<file path="config.mk">
export PLATFORM = sky130hd
export DESIGN_NAME = aud_dac_feeder
export DESIGN_NICKNAME = d
export VERILOG_FILES = /design/src/rtl/aud_pkg.sv /design/src/rtl/aud_stereo_fifo.sv /design/src/rtl/aud_dac_feeder.sv
export SDC_FILE = /design/constraint.sdc
export NUM_CORES = 1
export LEC_CHECK = 0
export CAP_MARGIN = 10
export CORE_MARGIN = 2
export CORE_UTILIZATION = 52
export CTS_CLUSTER_SIZE = 30
export DETAILED_ROUTE_END_ITERATION = 10
export PLACE_DENSITY = 0.81
export SETUP_SLACK_MARGIN = 0.05
export SLEW_MARGIN = 20
export SYNTH_ARGS = -nofsm -noshare
export SYNTH_HDL_FRONTEND = slang
export SYNTH_HIERARCHICAL = 1
export SYNTH_SLANG_ARGS = --single-unit
</file>
<file path="constraint.sdc">
create_clock -name i_bclk -period 5.88 [get_ports i_bclk]
set_input_delay 0.588 -clock i_bclk [delete_from_list [all_inputs] [get_ports i_bclk]]
set_output_delay 0.588 -clock i_bclk [all_outputs]
set_load 0.005 [all_outputs]
</file>
<file path="src/rtl/aud_pkg.sv">
// aud_pkg: shared audio types for the DAC feeder and its stereo FIFO.
package aud_pkg;
    localparam int AUD_DATA_W = 16;
    typedef struct packed {
        logic signed [AUD_DATA_W-1:0] l;
        logic signed [AUD_DATA_W-1:0] r;
    } aud_stereo_t;
    typedef enum logic [1:0] {FD_IDLE, FD_PRIME, FD_RUN} feeder_state_t;
endpackage

</file>
<file path="src/rtl/aud_stereo_fifo.sv">
// aud_stereo_fifo: synchronous FIFO of stereo pairs with flush; level = wr_cnt - rd_cnt.
module aud_stereo_fifo import aud_pkg::*; #(
    parameter int DEPTH = 8
) (
    input  logic                     clk,
    input  logic                     rst_n,
    input  logic                     flush,
    input  logic                     push,
    input  logic                     pop,
    input  aud_stereo_t              din,
    output aud_stereo_t              dout,
    output logic                     full,
    output logic                     empty,
    output logic [$clog2(DEPTH):0]   level
);
    localparam int AW = $clog2(DEPTH);
    aud_stereo_t mem [DEPTH];
    logic [AW:0] wr_cnt, rd_cnt;
    assign level = wr_cnt - rd_cnt;
    assign full  = level[AW];
    assign empty = level == '0;
    assign dout  = mem[rd_cnt[AW-1:0]];
    always_ff @(posedge clk or negedge rst_n)
        if (!rst_n) begin
            wr_cnt <= '0;
            rd_cnt <= '0;
        end else if (flush) begin
            wr_cnt <= '0;
            rd_cnt <= '0;
        end else begin
            if (push && !full) wr_cnt <= wr_cnt + 1'b1;
            if (pop && !empty) rd_cnt <= rd_cnt + 1'b1;
        end
    always_ff @(posedge clk)
        if (push && !full && !flush) mem[wr_cnt[AW-1:0]] <= din;
endmodule

</file>
<file path="src/rtl/aud_dac_feeder.sv">
// aud_dac_feeder: buffers L/R pairs and presents one per LRCK frame to the I2S serializer.
// Build option AUD_FEEDER_MUTE_ON_UNDERFLOW_EN: underflowed frames output 0 instead of holding.
module aud_dac_feeder #(
    parameter int DATA_W    = 16,
    parameter int DEPTH     = 8,
    parameter int PRIME_LVL = 4
) (
    input  logic                   i_bclk,
    input  logic                   i_rst_n,
    input  logic                   i_en,
    input  logic                   i_daclrck,
    input  logic                   i_valid,
    input  logic [DATA_W-1:0]      i_sample_l,
    input  logic [DATA_W-1:0]      i_sample_r,
    output logic                   o_ready,
    output logic [DATA_W-1:0]      o_dac_l,
    output logic [DATA_W-1:0]      o_dac_r,
    output logic                   o_frame_req,
    output logic [$clog2(DEPTH):0] o_level,
    output logic                   o_underflow,
    input  logic                   i_clr_uf
);
    import aud_pkg::*;
    localparam int LW = $clog2(DEPTH) + 1;
    feeder_state_t state;
    aud_stereo_t   head, din;
    logic lrck_q, full, empty, fall, push, pop, flush, uf_set;
    assign fall    = lrck_q & ~i_daclrck;
    assign o_ready = ~full & (state != FD_IDLE);
    assign push    = i_valid & o_ready;
    // Disabling flushes on the same edge so the level reads 0 one cycle later.
    assign flush   = ~i_en | (state == FD_IDLE);
    assign pop     = i_en & fall & ((state == FD_RUN) ? ~empty
                                    : (state == FD_PRIME) && (o_level >= LW'(PRIME_LVL)));
    assign uf_set  = i_en & fall & (state == FD_RUN) & empty;
    assign din     = {AUD_DATA_W'(i_sample_l), AUD_DATA_W'(i_sample_r)};
    aud_stereo_fifo #(.DEPTH(DEPTH)) u_fifo (
        .clk   (i_bclk),
        .rst_n (i_rst_n),
        .flush (flush),
        .push  (push),
        .pop   (pop),
        .din   (din),
        .dout  (head),
        .full  (full),
        .empty (empty),
        .level (o_level)
    );
    always_ff @(posedge i_bclk or negedge i_rst_n)
        if (!i_rst_n) begin
            state       <= FD_IDLE;
            lrck_q      <= 1'b1;
            o_dac_l     <= '0;
            o_dac_r     <= '0;
            o_frame_req <= 1'b0;
            o_underflow <= 1'b0;
        end else begin
            lrck_q      <= i_daclrck;
            o_underflow <= uf_set | (o_underflow & ~i_clr_uf);
            o_frame_req <= i_en & fall & (state != FD_IDLE);
            if (!i_en || state == FD_IDLE) begin
                state   <= i_en ? FD_PRIME : FD_IDLE;
                o_dac_l <= '0;
                o_dac_r <= '0;
            end else if (pop) begin
                state   <= FD_RUN;
                o_dac_l <= DATA_W'(head.l);
                o_dac_r <= DATA_W'(head.r);
            end
`ifdef AUD_FEEDER_MUTE_ON_UNDERFLOW_EN
            else if (uf_set) begin
                o_dac_l <= '0;
                o_dac_r <= '0;
            end
`endif
        end
endmodule

</file>
# Word level (Yosys, flattened, before mapping)
# Memory sizes are Yosys's and may differ from the RTL's.
# Index checks and enable logic that the tools add are counted.
[word_totals]
ff_bits = 45
ram_bits = 256
in_bits = 38
out_inout_bits = 39
wordCells = 60
n_memories = 1
[memory_table]
columns = ["name", "words", "word_bits", "read_ports", "rd_clocked_by_memory_dff", "wr", "line_no", "text"]
rows = [
  ["u_fifo.mem", 8, 32, 1, 0, 1, "aud_stereo_fifo.sv:17", "aud_stereo_t mem [DEPTH];"],
]
[op_classes]
addsub = 3
magnitude_cmp = 1
eq_ne = 2
n_mux = 14
bitwise = 16
reduce_logical = 15
[op_table]
columns = ["operator", "count"]
rows = [
  ["$mux W16", 4],
  ["$mux W4", 4],
  ["$and A1 B1 Y1", 9],
  ["$add A4 B1 Y4 const B", 2],
  ["$reduce_bool A2 Y1", 4],
  ["$not A1 Y1", 5],
  ["$ge A4 B3 Y1 const B", 1],
  ["$logic_and A1 B1 Y1", 4],
  ["$logic_not A1 Y1", 4],
  ["$logic_not A4 Y1", 1],
  ["$mux W1", 4],
  ["$mux W2", 2],
  ["$sub A4 B4 Y4", 1],
  ["$eq A2 B1 Y1 const B", 1],
  ["$eq A2 B2 Y1 const B", 1],
  ["$logic_not A2 Y1", 1],
  ["$or A1 B1 Y1", 2],
  ["$logic_or A1 B1 Y1", 1],
]

# Logic depth before layout (Yosys ltp)
# Gate-level depths: netlist of run 1.
[depth]
word_depth = 8
ltp_mapped = 16

# Modules after synthesis
# The synthesis of run 1 kept the hierarchy.
[by_module_without_submodules]
columns = ["mod", "n_inst", "cells_per_inst", "area_each_um2"]
rows = [
  ["aud_stereo_fifo", 1, 524, 10306.1],
  ["aud_dac_feeder", 1, 157, 1656.6],
]

# Worst setup path before layout of run 1
# No wires, ideal clock.
[synth_path]
path_kind = "flip-flop to flip-flop"
from = "register u_fifo.rd_cnt[2]"
to = "memory u_fifo/mem[1][0] in the netlist's numbering, enable pin"
setup_ns = 0.501
arrival_ns = 5.667
required_time_ns = 5.379
setup_slack_ns = -0.289
stages_incl_launch_ff = 12
path_buffers = 2
synth_period_minus_slack_ns = 6.169
cell_sequence = "dfrtp_1 -> clkbuf_1 -> clkinv_1 -> clkbuf_1 -> ha_1 -> and3b_1 -> o21ai_1 -> nand2_1 -> nor2_1 -> and2_1 -> nand3_1 -> nor4_1"
[synth_via]
elab_chain_len = 8
elab_cells_between_ends = 9
[synth_rtl]
columns = ["item", "line_no", "text"]
rows = [
  ["from (decl)", "aud_stereo_fifo.sv:18", "logic [AW:0] wr_cnt, rd_cnt;"],
  ["from (signal assigned)", "aud_stereo_fifo.sv:32", "if (pop && !empty) rd_cnt <= rd_cnt + 1'b1;"],
  ["$sub A4 B4 Y4", "aud_stereo_fifo.sv:19", "assign level = wr_cnt - rd_cnt;"],
  ["named net full", "aud_dac_feeder.sv:27", "logic lrck_q, full, empty, fall, push, pop, flush, uf_set;"],
  ["$not A1 Y1", "aud_dac_feeder.sv:29", "assign o_ready = ~full & (state != FD_IDLE);"],
  ["$and A1 B1 Y1", "aud_dac_feeder.sv:29", ""],
  ["named net o_ready", "aud_dac_feeder.sv:15", "output logic o_ready,"],
  ["$and A1 B1 Y1", "aud_dac_feeder.sv:30", "assign push = i_valid & o_ready;"],
  ["named net push", "aud_dac_feeder.sv:27", ""],
  ["$logic_and A1 B1 Y1 (2 in series)", "aud_stereo_fifo.sv:35", "if (push && !full && !flush) mem[wr_cnt[AW-1:0]] <= din;"],
  ["$mux W1", "aud_stereo_fifo.sv:35", ""],
  ["$mux W1 (not written as such)", "aud_stereo_fifo.sv:35", ""],
  ["to (decl)", "aud_stereo_fifo.sv:17", ""],
]
# The timed path passes the listed nets, and every way through them passes these cells.

# Worst setup path after layout of run 1
[layout_path]
from = "register u_fifo.wr_cnt[1]"
to = "memory u_fifo/mem[1][1] in the netlist's numbering, enable pin"
[layout_via]
elab_chain_len = 8
elab_cells_between_ends = 9
[layout_rtl]
columns = ["item", "line_no", "text"]
rows = [
  ["from (decl)", "aud_stereo_fifo.sv:18", ""],
  ["from (signal assigned)", "aud_stereo_fifo.sv:31", "if (push && !full) wr_cnt <= wr_cnt + 1'b1;"],
  ["$sub A4 B4 Y4", "aud_stereo_fifo.sv:19", ""],
  ["$not A1 Y1", "aud_dac_feeder.sv:29", ""],
  ["$and A1 B1 Y1", "aud_dac_feeder.sv:29", ""],
  ["$and A1 B1 Y1", "aud_dac_feeder.sv:30", ""],
  ["named net push", "aud_dac_feeder.sv:27", ""],
  ["$logic_and A1 B1 Y1 (2 in series)", "aud_stereo_fifo.sv:35", ""],
  ["$mux W1", "aud_stereo_fifo.sv:35", ""],
  ["$mux W1 (not written as such)", "aud_stereo_fifo.sv:35", ""],
]
# The timed path passes the listed nets, and every way through them passes these cells.

==> results of run 1 <==
## metrics by stage
| stage | hold slack, ps | TNS (ps) | setup slack, ps | instance area (sq um) |
|---|---|---|---|---|
| 2_1_floorplan | 292 | -50680 | -289 | 12000 |
| 3_3_place_gp | 479 | 0 | 2280 | 13100 |
| 3_5_place_dp | 513 | 0 | 2210 | 13100 |
| 4_1_cts | 187 | 0 | 2180 | 14000 |
| 5_1_grt | 214 | 0 | 1880 | 14000 |
| 6_report | 175 | 0 | 2170 | 14000 |
## metal layers
metal  share of wire (%)  vias up  routed length [um]  global-route usage [%]
met3                 7.1       23                1650                    3.53
met5                   0        -                   0                       0
met4                 1.1        0                 250                    3.89
met2                  50      233               11600                    33.5
li1                    -     2759                   -                       -
met1                  42     3125                9630                    27.5
## cell type report
class	instances	share of cell area, %
clock buffers	35	5.55
well taps	285	2.54
inverters	43	1.15
flip-flops and latches	301	62.9
repair buffers	96	6.46
clock inverters	18	1.03
multi-input cells	305	20.4
## critical path: cells and delay by family, from the launching register on
family	cells	cell delay [ps]
fa+ha+maj	1	330
flops	1	660
simple gates	6	1580
buf+inv	1	450
compound gates	1	310
## logic make-up (layout without fill, tap and decap cells)
kind of cell / Yosys count / after routing / share of synthesized area, %
simple gates: 175 / 175 / 6.28
xor+xnor: 3 / 3 / 0.220
buf+inv: 75 / 192 / 2.83
fa+ha+maj: 6 / 6 / 0.690
compound gates: 21 / 21 / 1.21
flops: 301 / 301 / 73.7
mux: 100 / 100 / 15.1
## sequential cells by signal, summed over array words and instances, names as in the netlist
| signal | flops |
|---|---|
| lrck_q | 1 |
| o_dac_l | 16 |
| o_dac_r | 16 |
| o_frame_req | 1 |
| o_underflow | 1 |
| state | 2 |
| u_fifo/mem | 256 |
| u_fifo/rd_cnt | 4 |
| u_fifo/wr_cnt | 4 |
## Yosys cell counts, types with 3 or more instances
| cell type | count | share of area, % |
|---|---|---|
| edfxtp_1 | 256 | 64 |
| buf_4 | 4 | 0.25 |
| nand4_1 | 5 | 0.26 |
| ha_1 | 5 | 0.52 |
| nor4_1 | 6 | 0.31 |
| inv_1 | 42 | 1.3 |
| clkbuf_1 | 13 | 0.41 |
| nand2b_1 | 6 | 0.31 |
| dfrtp_1 | 44 | 9.2 |
| nor2_1 | 8 | 0.25 |
| buf_2 | 10 | 0.42 |
| mux2i_1 | 34 | 2.8 |
| a21oi_1 | 6 | 0.25 |
| mux4_2 | 64 | 12 |
| nor3_1 | 5 | 0.21 |
| nand3_1 | 3 | 0.13 |
| nand2_1 | 133 | 4.2 |
## power groups by stage
stage / registers (mW) / logic [mW] / clock network [mW]
4_1_cts: 2.33 / 0.0879 / 1.81
2_1_floorplan: 2.37 / 0.0216 / 0
5_1_grt: 2.32 / 0.0957 / 1.90
3_5_place_dp: 2.37 / 0.0875 / 0
6_report: 2.33 / 0.0861 / 1.77
3_3_place_gp: 2.37 / 0.0849 / 0
## path summary, 6_finish.rpt
path | start | endpoint | slack, ps
min in group i_bclk | i_daclrck | lrck_q$_DFF_PN1_ | 470
worst min-delay path | i_rst_n | state[0]$_DFFE_PN0P_ | 180
worst max register to register | u_fifo/wr_cnt[1]$_DFFE_PN0P_ | u_fifo/mem[1][1]$_DFFE_PP_ | 2170
worst max-delay path | u_fifo/wr_cnt[1]$_DFFE_PN0P_ | u_fifo/mem[1][1]$_DFFE_PP_ | 2170
worst min register to register | state[0]$_DFFE_PN0P_ | state[0]$_DFFE_PN0P_ | 500
max in group asynchronous | i_rst_n | u_fifo/rd_cnt[0]$_DFFE_PN0P_ | 5210
==> metrics.txt, run 1 <==
Synth warnings 6; area inside the core boundary 0.0226 sq mm; Switching Power 0.799 mW; portion of the clock cycle consumed by the worst path in the final layout 63.1%; clock network latency to the later pin of the worst-skew pair 550 ps; static leakage 4.89 nW; CTS root buffer clkbuf_16; Syn Nets 725; vias per cell 5.67; filler cell count 1554; area used by sequential logic in the layout 0.00882 sq mm; Netlist Area Pre-Place 0.0120 sq mm; RSZ-0062 raised after global routing false; Routed WL per cell 21.4 um; vias in the first global route 6528; count of cell types in the netlist 43; sort of element at the end of the critical path register; sequential group share of total power 55.6%; global-route wire length before repair 36400 um; final core utilization 62.0%; initial antenna violation count 0; MaxCap Viol Count 0; largest net degree at the start of global routing 68; share of cells above drive strength 1 18.0%; #FFs+latches synth 301; stage delay of the slowest cell on the critical path 660 ps; Num CTS Buffers 29; CTS Buffer Depth 3; antenna diode count 0; worst hold path class primary input to asynchronous set/reset pin; footprint of the multi-input gates 0.00286 sq mm; number of nets in the layout 820; final wirelength 23100 um; clock network fraction of total power 42.3%; Resize count post-CTS 0; outcome complete, no violations; Cell Int Power 3.38 mW; number of I/O port buffers 76; leading cell type in the layout, fill and taps excluded edfxtp_1; DRT antenna net count 0; part of the total power dissipated in combinational logic 2.1%; Setup Viol. Count Final 0; total via count in the routed design 6140; async set-reset flop share out of synthesis 15.0%; maximum clock frequency 270 MHz; number of instances in the synthesized netlist 681; initial DRC count 527; setup skew after layout 26.0 ps; Layout Area Growth over Synthesis 17.3%; total DRC errors in the routed layout 0; highest ir drop seen on vdd 0.000253 V; I/O Pins 77; CTS Hold Buffers Added 0; depth of the worst register-to-register path 9; fin crit period 3710 ps; dominant synthesized flop cell edfxtp_1; HPWL reported at the end of detailed placement 13100 um; Worst path slowest cell dfrtp_1; switching part of the total 19.1%; critical path class register to register; EDFF count, synth 256; total number of placement rows 55; number of buffers inserted by post-CTS setup repair 0; Worst-path clk slew 60 ps; startpoint type of the worst setup path register; Worst Path Max Fanout 25; number of pins with negative max-slew slack in the final report 0; non-filler instance count after layout 1083; per-instance average area after synthesis 17.6 sq um; clock sink count 301; required time reported for the critical path endpoint 6060 ps; total congestion overflow after global routing 0; number of cells after detailed placement 1030; routability congestion estimate from global placement 0.766; critical path, cell by cell ha_1, and3b_1, o21ai_1, nand2_1, nor2_1, and2_1, nand3_1, nor4_2, buf_4; initial core utilization 52.8%; total power divided by cell area 298 mW/mm^2; GRT Overall Usage 19.8%; transition time at the pin with the least slew margin 954 ps; total iterations of the first detailed-routing run 6; number of levels the H-tree was split into 1; Power, Total 4.18 mW; Die Width 156 um; die outline height 156 um; data arrival time at the worst-slack endpoint 3890 ps; part of the Yosys area used for sequential elements 73.7%; final hold vios 0; CTS tree built; commonest cells after routing, fill and taps aside edfxtp_1 (256), nand2_1 (133), clkdlybuf4s50_1 (75), mux4_2 (64); die area 0.0242 sq mm; slew margin rel. 36.4%
Note: power is estimated with default switching activity, not from simulation.
==> inputs of run 2 (changes only) <==
==> constraint.sdc (replaced) <==
create_clock -name i_bclk -period 3.39 [get_ports i_bclk]
set_input_delay 0.339 -clock i_bclk [delete_from_list [all_inputs] [get_ports i_bclk]]
set_output_delay 0.339 -clock i_bclk [all_outputs]
set_load 0.005 [all_outputs]
==> metrics.txt, run 2 (same netlist as run 1, synthesis figures left out) <==
number of nets in the layout 824; setup_tns 0 ps; vias per cell 5.84; portion of the clock cycle consumed by the worst path in the final layout 96.4%; antenna diode count 0; global-route wire length before repair 38900 um; Layout Area Growth over Synthesis 20.1%; total DRC errors in the routed layout 0; minimum setup slack among reg-to-reg paths 160 ps; maximum clock frequency 306 MHz; HPWL reported at the end of detailed placement 14200 um; largest net degree at the start of global routing 68; Setup Viol. Count Final 0; total congestion overflow after global routing 0; total number of placement rows 55; Die Width 156 um; die outline height 156 um; vias in the first global route 6801; initial antenna violation count 1; worst hold path class primary input to register; routability congestion estimate from global placement 0.839; critical path class register to output pin; fin crit period 3270 ps; number of I/O port buffers 76; MaxCap Viol Count 0; required time reported for the critical path endpoint 3050 ps; Final Worst Setup Slack 122 ps; area inside the core boundary 0.0226 sq mm; Worst-path clk slew 60 ps; total iterations of the first detailed-routing run 5; die area 0.0242 sq mm; transition time at the pin with the least slew margin 988 ps; commonest cells after routing, fill and taps aside edfxtp_1 (256), nand2_1 (132), clkdlybuf4s50_1 (75), mux4_2 (64), dfrtp_1 (41); highest ir drop seen on vdd 0.000422 V; initial DRC count 534; final core utilization 63.5%; Worst Path Max Fanout 7; Largest register FFs 256; startpoint type of the worst setup path register; Num CTS Buffers 29; clock network latency to the later pin of the worst-skew pair 540 ps; CTS tree built; slew margin rel. 34.1%; outcome complete, no violations; DRT antenna net count 0; I/O Pins 77; total via count in the routed design 6354; initial core utilization 52.8%; final hold vios 0; number of buffers inserted by post-CTS setup repair 0; CTS root buffer clkbuf_16; GRT Overall Usage 21.3%; static leakage 4.99 nW; clock sink count 301; post-placement setup slack 188 ps; Power, Total 7.62 mW; final wirelength 24800 um; setup skew after layout 8.79 ps; Routed WL per cell 22.8 um; leading cell type in the layout, fill and taps excluded edfxtp_1; data arrival time at the worst-slack endpoint 2930 ps; number of pins with negative max-slew slack in the final report 0; share of cells above drive strength 1 20.8%; sort of element at the end of the critical path output pin; total power divided by cell area 530 mW/mm^2; CTS Buffer Depth 3; number of levels the H-tree was split into 1; RSZ-0062 raised after global routing true
## run 2: critical path, cell delays in order (launching register included)
cell and delay (ps):
dfrtp_2 520, clkinvlp_4 250, ha_1 270, nand3b_1 220, nand3_1 290, nand2_4 170
nor2_4 130, clkdlybuf4s50_1 530
## run 2: worst paths after layout
path | start | endpoint | depth (start not counted)
min in group asynchronous | i_rst_n | u_fifo/wr_cnt[3]$_DFFE_PN0P_ | 2
min reg2reg | state[0]$_DFFE_PN0P_ | state[0]$_DFFE_PN0P_ | 1
max in group asynchronous | i_rst_n | o_dac_r[5]$_DFFE_PN0P_ | 3
max reg2reg | u_fifo/wr_cnt[0]$_DFFE_PN0P_ | u_fifo/mem[5][10]$_DFFE_PP_ | 10
max | u_fifo/wr_cnt[0]$_DFFE_PN0P_ | o_ready | 7
min | i_daclrck | lrck_q$_DFF_PN1_ | 1
## run 2: power breakdown
part | leakage, nW | switching [mW] | total, mW | internal (mW)
Combinational | 1.58 | 0.0978 | 0.159 | 0.0616
Clock | 0.496 | 1.38 | 3.43 | 2.05
Sequential | 2.92 | 0.00526 | 4.03 | 4.03
Total | 4.99 | 1.48 | 7.62 | 6.14
## run 2: layout make-up
cell class,count,area [sq um]
Clock buffer,32,737
Clock inverter,22,297
Inverter,43,173
Sequential cell,301,8820
Timing Repair Buffer,100,975
Multi-Input combinational cell,305,3010
Fill cell,1454,8270
Tap cell,285,357
## run 2: stage by stage
step | hold WS (ps) | area, sq um | std cells
final | 225 | 14400 | 1088
after global routing | 223 | 14400 | 1088
after CTS | 212 | 14400 | 1088
after detailed placement | 488 | 13300 | 1033
after global placement | 452 | 13300 | 1033
after floorplan | 43.4 | 12200 | 681
## run 2: metal layers
metal	routed length (um)	track usage, %	share of wire, %	vias to the layer above
li1	-	-	-	2771
met1	9830	28.3	40	3262
met2	12600	36.0	51	263
met3	1730	3.31	7.0	56
met4	707	7.99	2.8	2
met5	13	0	0.052	-
## run 2: what timing repair did
action                     4_1_cts  5_1_grt
setup endpoints to repair        0      100
resized for setup                0        4
hold endpoints to repair        30        0
hold buffers                     1        0
